--- src/rtl/mips_datapath_if.sv ---
// Bundle between the MIPS datapath and its controller/memory side: control
// strobes, instruction and data-memory words in, datapath status and addresses out.
interface mips_datapath_if;
  logic        regdst;
  logic        pcsrc;
  logic        memtoreg;
  logic        alusrc;
  logic        regwrite;
  logic        jump;
  logic [3:0]  alucontrol;
  logic [31:0] instr;
  logic [31:0] readdata;
  logic        zero;
  logic [31:0] pc;
  logic [31:0] aluout;
  logic [31:0] writedata;

  modport master (
    output regdst, pcsrc, memtoreg, alusrc, regwrite, jump, alucontrol,
    output instr, readdata,
    input  zero, pc, aluout, writedata
  );

  modport slave (
    input  regdst, pcsrc, memtoreg, alusrc, regwrite, jump, alucontrol,
    input  instr, readdata,
    output zero, pc, aluout, writedata
  );
endinterface

--- src/rtl/mips_datapath.sv ---
// Single-cycle MIPS-style 32-bit datapath: PC and next-PC logic, 32x32 register
// file, sign extender, ALU and writeback mux; memories and control live outside.
module mips_datapath (
  input  logic           clk,
  input  logic           reset,
  mips_datapath_if.slave bus
);

  localparam logic [3:0] ALU_AND = 4'b0000;
  localparam logic [3:0] ALU_OR  = 4'b0001;
  localparam logic [3:0] ALU_ADD = 4'b0010;
  localparam logic [3:0] ALU_SUB = 4'b0110;
  localparam logic [3:0] ALU_SLT = 4'b0111;
  localparam logic [3:0] ALU_NOR = 4'b1100;

  logic [31:0] r_pc;
  logic [31:0] r_rf [32];

  logic [4:0]  w_ra1;
  logic [4:0]  w_ra2;
  logic [4:0]  w_wa;
  logic [31:0] w_rd1;
  logic [31:0] w_rd2;
  logic [31:0] w_signimm;
  logic [31:0] w_srcb;
  logic [31:0] w_alu;
  logic [31:0] w_result;
  logic [31:0] w_pcplus4;
  logic [31:0] w_pcbranch;
  logic [31:0] w_pcjump;
  logic [31:0] w_pcnext;
  logic        w_unused_opcode;

  // The opcode field is decoded by the controller, not here.
  assign w_unused_opcode = ^bus.instr[31:26];

  assign w_ra1     = bus.instr[25:21];
  assign w_ra2     = bus.instr[20:16];
  assign w_wa      = bus.regdst ? bus.instr[15:11] : bus.instr[20:16];
  assign w_signimm = {{16{bus.instr[15]}}, bus.instr[15:0]};

  // Asynchronous reads; the explicit r0 check keeps register 0 hard-wired.
  assign w_rd1 = (w_ra1 == 5'd0) ? 32'h0 : r_rf[w_ra1];
  assign w_rd2 = (w_ra2 == 5'd0) ? 32'h0 : r_rf[w_ra2];

  assign w_srcb = bus.alusrc ? w_signimm : w_rd2;

  always_comb begin
    w_alu = 32'h0;
    case (bus.alucontrol)
      ALU_AND: w_alu = w_rd1 & w_srcb;
      ALU_OR:  w_alu = w_rd1 | w_srcb;
      ALU_ADD: w_alu = w_rd1 + w_srcb;
      ALU_SUB: w_alu = w_rd1 - w_srcb;
      ALU_SLT: w_alu = ($signed(w_rd1) < $signed(w_srcb)) ? 32'h1 : 32'h0;
      ALU_NOR: w_alu = ~(w_rd1 | w_srcb);
      default: w_alu = 32'h0;
    endcase
  end

  assign w_result = bus.memtoreg ? bus.readdata : w_alu;

  assign w_pcplus4  = r_pc + 32'd4;
  assign w_pcbranch = w_pcplus4 + {w_signimm[29:0], 2'b00};
  assign w_pcjump   = {w_pcplus4[31:28], bus.instr[25:0], 2'b00};

  // Jump outranks branch when the controller raises both.
  always_comb begin
    w_pcnext = w_pcplus4;
    if (bus.jump)
      w_pcnext = w_pcjump;
    else if (bus.pcsrc)
      w_pcnext = w_pcbranch;
  end

  always_ff @(posedge clk or posedge reset) begin
    if (reset) begin
      r_pc <= 32'h0;
      for (int i = 0; i < 32; i++)
        r_rf[i] <= 32'h0;
    end else begin
      r_pc <= w_pcnext;
      if (bus.regwrite && (w_wa != 5'd0))
        r_rf[w_wa] <= w_result;
    end
  end

  assign bus.pc        = r_pc;
  assign bus.aluout    = w_alu;
  assign bus.zero      = (w_alu == 32'h0);
  assign bus.writedata = w_rd2;

endmodule

--- src/flat_wrapper.sv ---
// flat-port wrapper written by rule: the top's interface ports become plain ports
module mips_datapath_flat 
  (clk, reset, bus_regdst, bus_pcsrc, bus_memtoreg, bus_alusrc, bus_regwrite, bus_jump, bus_alucontrol, bus_instr, bus_readdata, bus_zero, bus_pc, bus_aluout, bus_writedata);
  mips_datapath_if bus_i ();
  input  logic clk;
  input  logic reset;
  input wire logic [$bits(bus_i.regdst)-1:0] bus_regdst;
  input wire logic [$bits(bus_i.pcsrc)-1:0] bus_pcsrc;
  input wire logic [$bits(bus_i.memtoreg)-1:0] bus_memtoreg;
  input wire logic [$bits(bus_i.alusrc)-1:0] bus_alusrc;
  input wire logic [$bits(bus_i.regwrite)-1:0] bus_regwrite;
  input wire logic [$bits(bus_i.jump)-1:0] bus_jump;
  input wire logic [$bits(bus_i.alucontrol)-1:0] bus_alucontrol;
  input wire logic [$bits(bus_i.instr)-1:0] bus_instr;
  input wire logic [$bits(bus_i.readdata)-1:0] bus_readdata;
  output wire logic [$bits(bus_i.zero)-1:0] bus_zero;
  output wire logic [$bits(bus_i.pc)-1:0] bus_pc;
  output wire logic [$bits(bus_i.aluout)-1:0] bus_aluout;
  output wire logic [$bits(bus_i.writedata)-1:0] bus_writedata;
  assign bus_i.regdst = bus_regdst;
  assign bus_i.pcsrc = bus_pcsrc;
  assign bus_i.memtoreg = bus_memtoreg;
  assign bus_i.alusrc = bus_alusrc;
  assign bus_i.regwrite = bus_regwrite;
  assign bus_i.jump = bus_jump;
  assign bus_i.alucontrol = bus_alucontrol;
  assign bus_i.instr = bus_instr;
  assign bus_i.readdata = bus_readdata;
  assign bus_zero = bus_i.zero;
  assign bus_pc = bus_i.pc;
  assign bus_aluout = bus_i.aluout;
  assign bus_writedata = bus_i.writedata;
  mips_datapath u_core (.clk(clk), .reset(reset), .bus(bus_i));
endmodule
--- config.mk ---
export PLATFORM = sky130hd
export DESIGN_NAME = mips_datapath_flat
export DESIGN_NICKNAME = d
export VERILOG_FILES = /design/src/rtl/mips_datapath_if.sv /design/src/rtl/mips_datapath.sv /design/src/flat_wrapper.sv
export SDC_FILE = /design/constraint.sdc
export NUM_CORES = 2
export LEC_CHECK = 0
export BUFFER_PORTS_ARGS = -buffer_cell sky130_fd_sc_hd__buf_4
export CORE_MARGIN = 5
export CORE_UTILIZATION = 40
export DETAILED_ROUTE_END_ITERATION = 10
export PLACE_DENSITY = 0.58
export REMOVE_ABC_BUFFERS = 1
export SLEW_MARGIN = 10
export SYNTH_ARGS = -nofsm -noshare
export SYNTH_HDL_FRONTEND = slang
export SYNTH_SLANG_ARGS = --single-unit
--- constraint.sdc ---
create_clock -name clk -period 35.7 [get_ports clk]
set_input_delay 1.785 -clock clk [delete_from_list [all_inputs] [get_ports clk]]
set_output_delay 1.785 -clock clk [all_outputs]
set_load 0.05 [all_outputs]
[Word-level counts from Yosys, hierarchy flattened]
Cells that the tools add are included.
Word-level totals
  memory bits (writable): 0
  latch bits: 0
  logic and storage cells: 78
  ROM bits: 0
  input bits: 76
  memories kept: 0
  output and inout bits: 97
  register bits after elaboration: 1056
Cells by class
  reduce and logical (&&, ||, !) cells: 7
  shift-type cells: 0
  muxes and demuxes: 18
  magnitude comparators: 5
  equality and inequality tests: 5
  bitwise gates (word level): 6
  $add $sub $neg: 4
  divide/modulo/power cells: 0
  multipliers: 0
Operator list (count)
  bitwise mux 1024 bit: 1
  two-way mux 32 bit: 11
  binary-select mux 32 bit (select 5 bit): 2
  one-hot mux 32 bit (6 select lines): 1
  demux 32 bit (select 5 bit): 1
  adder 32 bit: 2
  adder 32 x 3 -> 32 bit, second input constant: 1
  AND 32 bit: 1
  zero test 32 bit: 1
  < comparator 32 bit: 1
  NOT 32 bit: 1
  bitwise OR 32 bit: 1
  subtractor 32 bit: 1
  greater-or-equal comparator 6 bit, second input constant: 3
  NOT 5 -> 6 bit: 3
  zero test 5 bit: 2
  equality test 4 x 3 -> 1 bit, second input constant: 2
  < comparator 6 x 1 -> 1 bit, second input constant: 1
  two-way mux 5 bit: 1
  nonzero test 5 bit: 1
  equality test 4 x 1 -> 1 bit, second input constant: 1
  equality test 4 x 2 -> 1 bit, second input constant: 1
  equality test 4 bit, second input constant: 1
  zero test 4 bit: 1
  other kinds (2): 3

[Depth between registers and ports, before layout]
  depth in word-level cells: 11
  depth in mapped cells: 24
  depth with buffers taken out: 19

[Least setup slack after synthesis]
OpenSTA, ideal clock, no wires.
  path type: in2out
  from: input bus_instr[16]
  to: output bus_zero
  stages on the path: 22
  setup slack: 25035 ps
  data arrival time: 8880 ps
  required time: 33915 ps
  cells stage by stage: clkbuf_1 clkbuf_1 buf_1 clkbuf_1 mux4_2 mux4_2 mux2i_1 nor2_1 mux2i_1 ha_1 buf_2 a21oi_1 nor2_1 or3_1 a221oi_1 o21ai_0 or3_1 or4_1 or4_1 or4_1 nor4_2 and4_1
On the way
  elaborated cells on any way between the ends: 16
  those cells by class: 2 x add/sub; 1 x order compare; 7 x mux; 4 x bitwise; 2 x reduce/logical
RTL lines
  start, declared: line flat_wrapper.sv:14  | input wire logic [$bits(bus_i.instr)-1:0] bus_instr;
  NOT 5 -> 6 bit (implied by the code): line mips_datapath.sv:44  | assign w_rd2 = (w_ra2 == 5'd0) ? 32'h0 : r_rf[w_ra2];
  binary-select mux 32 bit (select 5 bit): line mips_datapath.sv:44
  two-way mux 32 bit (implied by the code) (2 in series): line mips_datapath.sv:44
  two-way mux 32 bit *: line mips_datapath.sv:44
  via bus_writedata[4]: line flat_wrapper.sv:19  | output wire logic [$bits(bus_i.writedata)-1:0] bus_writedata;
  two-way mux 32 bit *: line mips_datapath.sv:46  | assign w_srcb = bus.alusrc ? w_signimm : w_rd2;
  subtractor 32 bit or adder 32 bit (tied branches): line mips_datapath.sv:54, mips_datapath.sv:53
  one-hot mux 32 bit (6 select lines) *: line mips_datapath.sv:50  | case (bus.alucontrol)
  via bus_aluout[6]: line flat_wrapper.sv:18  | output wire logic [$bits(bus_i.aluout)-1:0] bus_aluout;
  zero test 32 bit *: line mips_datapath.sv:90  | assign bus.zero = (w_alu == 32'h0);
  end, declared: line flat_wrapper.sv:16  | output wire logic [$bits(bus_i.zero)-1:0] bus_zero;
Mark *: on every way through the listed nets, which the timed path passes. The rest lies on a longest branch. The select of a mux whose other input is x is not followed.

[Worst setup path in the final report]
  from: input bus_instr[21]
  to: output bus_zero
On the way
  longest elaborated chain between the ends: 9
  elaborated cells on any way between the ends: 15
  those cells by class: 2 x add/sub; 1 x order compare; 6 x mux; 4 x bitwise; 2 x reduce/logical
Ends and longest elaborated chain
  NOT 5 -> 6 bit (implied by the code): line mips_datapath.sv:43  | assign w_rd1 = (w_ra1 == 5'd0) ? 32'h0 : r_rf[w_ra1];
  binary-select mux 32 bit (select 5 bit): line mips_datapath.sv:43
  two-way mux 32 bit (implied by the code) (2 in series): line mips_datapath.sv:43
  two-way mux 32 bit *: line mips_datapath.sv:43
  < comparator 32 bit or bitwise OR 32 bit (tied branches): line mips_datapath.sv:55, mips_datapath.sv:52, mips_datapath.sv:56
  two-way mux 1 bit or NOT 32 bit (tied branches): line mips_datapath.sv:55, mips_datapath.sv:56
  one-hot mux 32 bit (6 select lines) *: line mips_datapath.sv:50
  zero test 32 bit *: line mips_datapath.sv:90
Every way passes the cells marked *; elsewhere a longest branch is shown, timed or not. The select of a mux whose other input is x is not followed.

==> out/results.ini <==
[cells_and_area]
regArea_um2 = 26400
drive_gt1_share_pct = 21.5
final_common_cell = nand2_1
area_growth_pct = 11.2
multi_input_area_um2 = 32800
final_cell_mix = 1115 x nand2_1, 1092 x o21ai_0, 1054 x dfrtp_1
nFillCells = 14200
num-nets-final = 5753

[floorplan]
num_rows = 143
start_util_pct = 40.3
fp.dieH_um = 402
die_area_um2 = 161000
core-area_um2 = 152000
die_x_um = 402
ios = 173

[clock_network]
postCtsHoldBufs = 0
root_buffer = clkbuf_16
htree_levels = 3
cts.sinks = 1054
cts_buffers = 117
insertion_delay_ns = 0.76
cts_resized = 0
clkTransAtPathRegs_ns = 0.05
cts_setup_buffers = 0
cts_max_path_buffers = 3
cts_tree = built

[place]
portBuffers = 164
hpwl_um = 120000
place_congestion = 0.930

[setup_path]
end_kind = output pin
crit_arrival_ns = 11.37
cp_data_required_time_ns = 33.91
path_cells = buf_8 -> buf_4 -> buf_4 -> buf_4 -> buf_4 -> mux4_2 -> mux4_2 -> nand2b_1 -> a21o_1 -> ha_1 -> inv_1 -> nand2_1 -> nor4_1 -> o21ai_0 -> o21ai_0 -> a32oi_1 -> or4_1 -> or4_1 -> nor4_2 -> and4_1 -> buf_4
r2r_cells = 18
crit_type = in -> out
cp_common_cell = buf_4
critPathTopFamily = buffers and inverters
slowest_stage = buf_4
path_buf_inv = 7
critical_path.startpoint_type = input pin
cp_num_cells = 21
critical_path_peak_fanout = 58
cp_slowest_stage_delay_ns = 0.86

[sta]
fin_skew_ns = 0.0297
setup_tns_ns = 0
slew_headroom_pct = 13.7
finalCritPeriodShare_pct = 36.8
rsz0062_at_grt = no
period_minus_slack_ns = 13.15
setup_violations = 0
fmax_ghz = 0.0760
tightestPinTransition_ns = 1.29
report.final.slew_viol_count = 0
hold_violations = 0
whs_ns = 0.390

[outcome]
status = finished clean

[logic_synthesis]
netlist_area_um2 = 61300
synthMuxAreaShare_pct = 25.1
async_reset_ff_share_pct = 100
yosys.area_share.simple_pct = 10.6
synth_top_family_by_area = multiplexers
ys_types = 85
synth_fa_ha_area_share_pct = 2.67
synth_edf_count = 0
synth_compound_area_share_pct = 13.6
synth_xor_area_share_pct = 0.728
syn-instance-count = 5713
synth-seq-cells = 1054
synth.yosys.seq_area_share_pct = 43.0
synth-main-ff-cell = dfrtp_1
yosysWarnings = 0
syn_area_per_cell_um2 = 10.7

[detailed_routing]
post_drt_via_cell_ratio = 6.07
drc = 0
dr.pass1.iters = 6
vias = 46600
ant_nets = 0
drt-initial-drc-count = 5069
wl_per_cell_um = 26.7
routed_wl_um = 205000

[grt]
track_usage_pct = 25.1
overflow = 0
grt_pass1_vias = 46000
antenna_found_initial = 3
grt_max_degree = 149
grt_pass1_wl_um = 306000

[pwr]
ir_worst_vdd_uv = 45.9
p_leak_uw = 0.0295
p_per_area_nw_per_um2 = 65.9
power_uw = 4500

[flow_run]
cap_violations = 0

[min_path]
hold_depth = 0
hold_class = reg -> reg

==> power by group <==
| group | switching (uW) | leakage, uW | total [uW] | internal (uW) |
|---|---|---|---|---|
| Clock | 520 | 0.00190 | 1240 | 716 |
| Combinational | 900 | 0.0137 | 1550 | 654 |
| Sequential | 215 | 0.0139 | 1700 | 1490 |
| Total | 1630 | 0.0295 | 4500 | 2860 |
==> state kept, by name (all words and copies together), names as in the netlist <==
register       count
u_core.bus.pc     30
u_core.r_rf     1024
==> worst paths after layout <==
| kind | from | to | slack (ns) |
|---|---|---|---|
| max | bus_instr[21] | bus_zero | 22.55 |
| min | u_core.r_rf[1006]$_DFFE_PP0P_ | u_core.r_rf[1006]$_DFFE_PP0P_ | 0.39 |
| max reg2reg | u_core.r_rf[6]$_DFFE_PP0P_ | u_core.r_rf[507]$_DFFE_PP0P_ | 28.45 |
| min reg2reg | u_core.r_rf[1006]$_DFFE_PP0P_ | u_core.r_rf[1006]$_DFFE_PP0P_ | 0.39 |
| max in group asynchronous | reset | u_core.r_rf[232]$_DFFE_PP0P_ | 30.35 |
| min in group asynchronous | reset | u_core.r_rf[685]$_DFFE_PP0P_ | 1.23 |
==> cells by family after synthesis <==
family,count (synthesis)
buffers and inverters,689
DFF,1054
AOI/OAI and AO/OA,1497
xor gates and xnor gates,51
and+or+nand+nor,1556
adders and majority gates,129
muxes,736
other,1
==> metal layers <==
metal  track usage [%]  up-vias  share of wire (%)
met5                 0        -                  0
met2              39.3     1959                 46
li1                  -    20500                  -
met4              8.03        0                3.4
met3              4.15      381                7.6
met1              36.0    23800                 43
==> through the flow <==
| step | instance area, um2 | setup slack (ns) | util [%] | instances |
|---|---|---|---|---|
| floorplan | 59200 | 4.25 | - | 5158 |
| global placement | 64300 | 22.48 | 42.2 | 7459 |
| detailed placement | 64300 | 22.47 | 42.2 | 7459 |
| CTS | 68200 | 22.45 | 44.8 | 7671 |
| global route | 68200 | 21.92 | 44.8 | 7671 |
| finish | 68200 | 22.55 | 44.8 | 7672 |
==> layout make-up <==
cell class | count | share of cell area, %
Multi-Input combinational cell | 3971 | 48.0
Sequential cell | 1054 | 38.7
Clock buffer | 171 | 4.87
Tap cell | 2030 | 3.72
Timing Repair Buffer | 271 | 3.13
Clock inverter | 41 | 0.805
Inverter | 133 | 0.743
Antenna cell | 1 | 0.00367
==> Yosys cell counts, types with 10 or more instances <==
library cell,n,area [um2]
nand2_1,1146,4300
o21ai_0,1092,5470
dfrtp_1,1054,26400
mux4_2,640,14400
clkbuf_1,463,1740
nor2_1,151,567
inv_1,132,495
ha_1,126,1580
a21oi_1,123,616
buf_1,82,308
mux2i_1,66,661
nand2b_1,47,294
nand3_1,46,230
a21o_1,44,330
nor3_1,34,170
mux2_2,30,338
xnor2_1,28,245
o21a_1,26,195
a221oi_1,23,201
xor2_1,23,201
a211oi_1,22,165
a31oi_1,21,131
and3_1,18,113
nor2b_1,18,113
nand4_1,14,87.6
nor4_1,12,75.1
o22ai_1,12,75.1
and2_1,11,68.8
o31a_1,11,96.3
or3_1,11,68.8
or4_1,11,82.6
a221o_1,10,100
o211ai_1,10,75.1
o31ai_1,10,75.1
==> worst register-to-register path, cell delays in order, from the launching register on <==
cell	delay [ns]
dfrtp_1	0.39
mux4_2	0.49
mux4_2	0.51
mux2i_1	0.26
nor2_1	0.12
mux2i_1	0.62
ha_1	0.51
a21oi_1	0.41
o21ai_0	0.15
o311ai_1	0.69
nand3_1	0.43
a41oi_1	0.49
nor2_1	0.11
o311a_1	0.33
mux2_2	0.27
o22ai_1	0.73
mux2i_2	0.15
buf_4	0.27
o21ai_0	0.22
(Power assumes the default switching activity.)
